[src/rtl/seg7_scan_driver.sv]
// Four-digit multiplexed seven-segment scanner: per-frame input snapshot,
// leading-zero suppression and a programmable all-dark gap between digits.
module seg7_scan_driver #(
  parameter int unsigned BLANK_CYCLES = 16
) (
  input  logic        clk,
  input  logic        reset,
  input  logic        tick,
  input  logic [15:0] value,
  input  logic [3:0]  dp_mask,
  input  logic [3:0]  dig_en,
  input  logic        lz_en,
  output logic [3:0]  an,
  output logic [6:0]  seg,
  output logic        dp,
  output logic        frame_start
);

  localparam int unsigned CntW = (BLANK_CYCLES > 1) ? $clog2(BLANK_CYCLES) : 1;
  localparam logic [CntW-1:0] BlankLoad =
      (BLANK_CYCLES > 0) ? CntW'(BLANK_CYCLES - 1) : '0;

  typedef enum logic [1:0] {
    StIdle,
    StBlank,
    StDrive
  } state_e;

  state_e          state_q, state_d;
  logic [1:0]      idx_q, idx_d;
  logic [CntW-1:0] blank_cnt_q, blank_cnt_d;

  logic [15:0] snap_val_q, snap_val_d;
  logic [3:0]  snap_dp_q, snap_dp_d;
  logic [3:0]  snap_en_q, snap_en_d;
  logic        snap_lz_q, snap_lz_d;

  logic [3:0] an_q, an_d;
  logic [6:0] seg_q, seg_d;
  logic       dp_q, dp_d;
  logic       frame_start_q, frame_start_d;

  logic       wrap;
  logic [3:0] sup;
  logic [3:0] nib;
  logic       dark;

  function automatic logic [6:0] decode(input logic [3:0] d);
    logic [6:0] s;
    unique case (d)
      4'h0: s = 7'h40;
      4'h1: s = 7'h79;
      4'h2: s = 7'h24;
      4'h3: s = 7'h30;
      4'h4: s = 7'h19;
      4'h5: s = 7'h12;
      4'h6: s = 7'h02;
      4'h7: s = 7'h78;
      4'h8: s = 7'h00;
      4'h9: s = 7'h10;
      4'hA: s = 7'h08;
      4'hB: s = 7'h03;
      4'hC: s = 7'h46;
      4'hD: s = 7'h21;
      4'hE: s = 7'h06;
      4'hF: s = 7'h0E;
      default: s = 7'h7F;
    endcase
    return s;
  endfunction

  // Scan sequencing and frame snapshot.
  always_comb begin
    state_d       = state_q;
    idx_d         = idx_q;
    blank_cnt_d   = blank_cnt_q;
    snap_val_d    = snap_val_q;
    snap_dp_d     = snap_dp_q;
    snap_en_d     = snap_en_q;
    snap_lz_d     = snap_lz_q;
    frame_start_d = 1'b0;
    wrap          = tick && (idx_q == 2'd3);

    if (tick) begin
      idx_d = idx_q + 2'd1;
      if (BLANK_CYCLES > 0) begin
        state_d     = StBlank;
        blank_cnt_d = BlankLoad;
      end else begin
        state_d = StDrive;
      end
      if (wrap) begin
        snap_val_d    = value;
        snap_dp_d     = dp_mask;
        snap_en_d     = dig_en;
        snap_lz_d     = lz_en;
        frame_start_d = 1'b1;
      end
    end else begin
      unique case (state_q)
        StIdle:  state_d = StIdle;
        StBlank: begin
          if (blank_cnt_q == '0) begin
            state_d = StDrive;
          end else begin
            blank_cnt_d = blank_cnt_q - CntW'(1);
          end
        end
        StDrive: state_d = StDrive;
        default: state_d = StIdle;
      endcase
    end
  end

  // Output pins are computed from the next state so the digit appears on the
  // same edge the FSM enters DRIVE; a tick edge always goes dark.
  always_comb begin
    sup[0] = 1'b0;
    sup[3] = (snap_val_q[15:12] == 4'h0);
    sup[2] = sup[3] && (snap_val_q[11:8] == 4'h0);
    sup[1] = sup[2] && (snap_val_q[7:4] == 4'h0);
    nib    = snap_val_q[{idx_q, 2'b00} +: 4];
    dark   = !snap_en_q[idx_q] || (snap_lz_q && sup[idx_q]);

    an_d  = 4'hF;
    seg_d = 7'h7F;
    dp_d  = 1'b1;
    if (!tick && (state_d == StDrive) && !dark) begin
      an_d  = ~(4'b0001 << idx_q);
      seg_d = decode(nib);
      dp_d  = ~snap_dp_q[idx_q];
    end
  end

  always_ff @(posedge clk) begin
    if (reset) begin
      state_q       <= StIdle;
      idx_q         <= 2'd3;
      blank_cnt_q   <= '0;
      snap_val_q    <= '0;
      snap_dp_q     <= '0;
      snap_en_q     <= '0;
      snap_lz_q     <= 1'b0;
      an_q          <= 4'hF;
      seg_q         <= 7'h7F;
      dp_q          <= 1'b1;
      frame_start_q <= 1'b0;
    end else begin
      state_q       <= state_d;
      idx_q         <= idx_d;
      blank_cnt_q   <= blank_cnt_d;
      snap_val_q    <= snap_val_d;
      snap_dp_q     <= snap_dp_d;
      snap_en_q     <= snap_en_d;
      snap_lz_q     <= snap_lz_d;
      an_q          <= an_d;
      seg_q         <= seg_d;
      dp_q          <= dp_d;
      frame_start_q <= frame_start_d;
    end
  end

  assign an          = an_q;
  assign seg         = seg_q;
  assign dp          = dp_q;
  assign frame_start = frame_start_q;

endmodule
[config.mk]
export PLATFORM = sky130hd
export DESIGN_NAME = seg7_scan_driver
export DESIGN_NICKNAME = d
export VERILOG_FILES = /design/src/rtl/seg7_scan_driver.sv
export SDC_FILE = /design/constraint.sdc
export NUM_CORES = 1
export LEC_CHECK = 0
export ABC_AREA = 1
export CAP_MARGIN = 20
export CORE_ASPECT_RATIO = 0.9
export CORE_MARGIN = 8
export CORE_UTILIZATION = 30
export CTS_CLUSTER_DIAMETER = 40
export DETAILED_ROUTE_END_ITERATION = 7
export REMOVE_ABC_BUFFERS = 1
export SLEW_MARGIN = 20
export SYNTH_ARGS = -nofsm -noshare
export SYNTH_HDL_FRONTEND = slang
export SYNTH_SLANG_ARGS = --single-unit
[constraint.sdc]
create_clock -name clk -period 1.79 [get_ports clk]
set_clock_uncertainty 0.05 [all_clocks]
set_input_delay 0.179 -clock clk [delete_from_list [all_inputs] [get_ports clk]]
set_output_delay 0.179 -clock clk [all_outputs]
set_load 0.005 [all_outputs]
; ---- Yosys cells after proc, flatten, opt, wreduce, memory -nomap -nowiden
; Memories as Yosys holds them, arrays and structs flattened. A register that Yosys moved wholly into a read port is not among the register bits.
; Cells that the tools add are included.
[classes]
n_addsub = 2
order_cmp = 1
n_eq_ne = 5
shifts = 2
muxes = 13
n_bitwise = 4
n_reduce_logical = 19
[op_table]
columns = operator, count
row1 = 4-bit logical NOT, 4
row2 = 16-bit by 5-bit indexed part select with 4-bit output, 1
row3 = 4-bit two-way mux, 3
row4 = 1-bit binary-select mux with 2-bit select, 3
row5 = "2-bit == test, second input constant", 3
row6 = 1-bit logical AND, 6
row7 = 1-bit two-way mux, 4
row8 = 2-bit two-way mux, 2
row9 = 4-bit NOT, 1
row10 = 2-bit one-hot mux with 2 select lines, 1
row11 = 2-bit AND reduction, 2
row12 = 2-bit OR reduction, 2
row13 = "1-bit by 2-bit left shift with 4-bit output, first input constant", 1
row14 = "4-bit by 1-bit subtractor with 4-bit output, second input constant", 1
row15 = 1-bit logical NOT, 3
row16 = "2-bit by 3-bit less-than comparator with 1-bit output, second input constant", 1
row17 = 1-bit NOT, 3
row18 = "2-bit by 1-bit adder with 2-bit output, second input constant", 1
row19 = "2-bit by 1-bit == test with 1-bit output, second input constant", 1
row20 = "2-bit inequality test, second input constant", 1
row21 = 2-bit nonzero test, 1
row22 = 1-bit logical OR, 1
[word_totals]
register_bits = 39
romBits = 112
in_bits = 28
out_inout_bits = 13
mem_count = 1
[memory_table]
columns = name, depth, width, read_ports, rd_ports_with_merged_regs, wr, line
row1 = (name not given), 16, 7, 1, 1, 0, 50  ; unique case (d)

; ---- Depth between registers and ports, before layout
[depth]
word_depth = 11
mapped_depth = 13
ltp_nobuf = 12

; ---- Least setup slack after synthesis
; Ideal clock, no wire load.
[synth_timing]
path_kind = reg-to-reg
startpoint = register idx_q[0]
endpoint = register seg_q[5], in the netlist seg[5]
setup_time_ns = 0.115
arrival_ns = 1.579
required_time_ns = 1.625
setup_slack_ns = 0.046
path_stages_with_launch = 12
synth_period_minus_slack_ns = 1.744
path_cell_list = dfxtp_1 > inv_2 > buf_6 > nand2_1 > nand3_1 > nand2_1 > inv_1 > ha_1 > nand3_1 > nand2_1 > a21oi_1 > nand2_2
[synth_via]
elab_chain_len = 8
[synth_lines]
columns = item, line
row1 = "start, declared", 30  ; logic [1:0] idx_q, idx_d;
row2 = "start signal, assigned", 150  ; idx_q <= idx_d;
row3 = 1-bit binary-select mux with 2-bit select, 123  ; dark = !snap_en_q[idx_q] || (snap_lz_q && sup[idx_q]);
row4 = 1-bit two-way mux (not written as such), 123
row5 = 1-bit logical NOT or 1-bit logical AND (tied branches), 123
row6 = 1-bit logical OR, 123
row7 = 1-bit logical NOT, 128  ; if (!tick && (state_d == StDrive) && !dark) begin
row8 = 1-bit logical AND, 128
row9 = 1-bit NOT (no source line), n/a
row10 = 2-bit OR reduction (no source line), n/a
row11 = "end, declared", 39  ; logic [6:0] seg_q, seg_d;
; Parallel ways exist; a longest one is shown, timed or not. The select of a mux whose other input is x is not followed.
; A chain may end at the register's enable or synchronous reset.

; ---- Final worst setup path
; Ends and elaborated chain as after synthesis.

==> run summary <==
DIE HEIGHT -> 97.6 µm
1st-iter DRT viols -> 96
Hold path cells -> 2
GRT overflow -> 0
Setup-failing EPs final -> 0
Avg Inst Size Synth -> 7.18 µm²
Reg-to-reg endpoint -> seg[5]
Register area share after synthesis -> 41.5%
DR top layer -> met4
Slew Limit Headroom -> 80.4%
Run status -> completed
Skew-Pair Late Insertion Delay -> 0.30 ns
# H-tree levels -> 2
Number of diodes -> 0
Row Count -> 29
Final WS setup -> 0.194 ns
Util after Layout -> 40.6%
Critical Path Sink Type -> flip-flop
Number of global-route vias before repair -> 1901
Crit start category -> flip-flop
Pins Over Slew Limit -> 0
Bufs on Longest Clock Path -> 2
Routed length on met3 -> 347 µm
Area post-placement -> 2750 µm²
Dpl ws -> 0.0549 ns
Placed insts -> 442
CTS tree -> done
Setup CP Type -> reg2reg
Clk sinks -> 46
Area grow syn2layout -> 30.1%
Routed Antenna Nets -> 0
Largest net degree at the start of global routing -> 35
Lkg Pwr -> 1.26 nW
Hold Crit Class -> reg2reg
Worst-path fanout max -> 9
Detailed Place HPWL -> 3870 µm
Post-route minimum period -> 1.60 ns
Core ar. -> 7110 µm²
Vias/cell -> 4.42
Cell variety after synth -> 26
Initial antenna violation count -> 0
Reg2Reg Depth -> 10
Fill cell count -> 769
R2r startpoint -> idx_q[0]
RSZ-0062 raised after global routing -> false
Cells after Synth -> 309
Period Utilization, post-route -> 89.2%
FF+latch area -> 926 µm²
Worst EP arrival -> 1.74 ns
Gpl congestion -> 0.843
First-pass DRT Iterations -> 4
Initial Util -> 31.2%
Slew @ Worst Pin -> 0.295 ns
R2R setup slack -> 0.19 ns
Pwr/cell area -> 846 nW/µm²
Gr usage total -> 10.1%
Routed vias -> 1989
Finished Cell Area -> 2890 µm²
Nets -> 397
Minimum hold slack -> 0.413 ns
Root Driver -> clkbuf_8
Worst Path Required -> 1.93 ns
Max-Cap Viols -> 0
Fin. Hold Viols -> 0
Yosys reg bits -> 46
Num CTS Buffers -> 5
Die Wd -> 107 µm
Die Area -> 10400 µm²
Multi-input gate area -> 1100 µm²
Final Power -> 2.44 mW
CP Capture Point -> seg[5]
Layout cell share with drive strength beyond 1 -> 10.6%
Synthesis Warnings -> 0
Post-DR wirelength/cell -> 11.1 µm
I/O pins -> 41
Achievable frequency -> 0.626 GHz
Post-Syn Area -> 2220 µm²
Final WL -> 5010 µm
First-pass GRT wire length -> 8650 µm
DRC -> 0
Port Buffers -> 40
Setup TNS -> 0 ns
Max VDD drop -> 261 µV
DR WL met2 -> 2210 µm
Non-Filler Instances -> 450
M1 WL -> 2380 µm
Worst-path clk slew -> 0.08 ns
CTS Hold Bufs -> 0
CP Launch Point -> idx_q[0]
-- area by class of cell --
type	instances	area share, %
Clock buffer	6	2.51
Timing Repair Buffer	52	17.4
Multi-Input combinational cell	221	38.3
Sequential cell	46	32.1
Inverter	30	4.38
Clock inverter	2	1.30
Tap cell	93	4.03
-- what timing repair did --
item,4_1_cts,5_1_grt
resized for setup,0,7
setup endpoints to repair,0,20
buffers inserted,0,0
hold endpoints to repair,0,0
-- cell usage after synthesis --
cell type | number | area, µm²
inv_1 | 26 | 97.6
o21ai_2 | 1 | 8.76
clkinv_4 | 1 | 8.76
a31oi_1 | 1 | 6.26
buf_6 | 4 | 45.0
nand3_1 | 21 | 105
o21a_1 | 1 | 7.51
nor2_2 | 1 | 6.26
buf_2 | 1 | 5.00
nand4_1 | 1 | 6.26
nand3_2 | 2 | 20.0
or2_2 | 1 | 6.26
nand2_4 | 1 | 11.3
clkinv_1 | 1 | 3.75
buf_8 | 1 | 15.0
clkbuf_1 | 6 | 22.5
dfxtp_1 | 46 | 921
a21oi_1 | 16 | 80.1
inv_2 | 2 | 7.51
nor3_1 | 2 | 10.0
nand2_1 | 74 | 278
nand2_2 | 6 | 37.5
o21ai_0 | 34 | 170
ha_1 | 13 | 163
nand3b_1 | 1 | 7.51
nor2_1 | 45 | 169
-- sequential cells by signal (all words and copies together), names as in the netlist --
| register | flops |
|---|---|
| snap_val_q | 16 |
| seg | 7 |
| an | 4 |
| blank_cnt_q | 4 |
| snap_dp_q | 4 |
| snap_en_q | 4 |
| idx_q | 2 |
| state_q | 2 |
| dp | 1 |
| frame_start | 1 |
| snap_lz_q | 1 |
-- worst max-delay path, cell delays in order (launching register included) --
cell and delay (ns):
dfxtp_4 0.38, inv_6 0.09, nand2_1 0.06, nand3_1 0.07
nand2_1 0.08, buf_4 0.17, ha_1 0.23, nand3_1 0.12
nor2_1 0.05, a21oi_1 0.14, nand2_2 0.06
-- layout by cell type, fill, tap and decap left out, types with 2 or more instances in the layout --
master and n:
nand3_2 2, nor2_1 45, dfxtp_1 44, nand2_1 74
clkbuf_8 5, clkinvlp_4 2, inv_1 26, buf_4 11
nand2_2 6, clkdlybuf4s50_1 40, a21oi_1 16, nand3_1 21
o21ai_0 34, ha_1 12, nor3_1 2
-- worst min-delay path by stage --
stage	startpoint	endpoint	slack [ns]
floorplan	reset	blank_cnt_q[0]	0.20
global placement	blank_cnt_q[2]	blank_cnt_q[2]	0.40
detailed placement	snap_en_q[1]	snap_en_q[1]	0.40
CTS	snap_en_q[1]	snap_en_q[1]	0.41
global route	snap_dp_q[2]	snap_dp_q[2]	0.43
finish	snap_en_q[1]	snap_en_q[1]	0.41
-- logic make-up after synthesis --
kind of cell / Yosys count / synth area share (%)
compound gates: 53 / 12.3
fa+ha+maj: 13 / 7.33
buf+inv: 42 / 9.25
flops: 46 / 41.5
simple gates: 155 / 29.6
-- where the power goes --
group | switching (mW) | internal, mW | total (mW) | leakage (nW)
logic | 0.308 | 0.233 | 0.541 | 0.833
clock network | 0.350 | 0.417 | 0.767 | 0.0514
registers | 0.0442 | 1.09 | 1.14 | 0.379
total | 0.703 | 1.74 | 2.44 | 1.26
-- per-layer routing --
layer	track usage, %	vias to the layer above
met4	3.89	0
met3	3.45	5
met2	15.6	50
met1	12.4	861
met5	0	-
li1	-	1073
No activity file was read; power rests on OpenSTA's default activity.
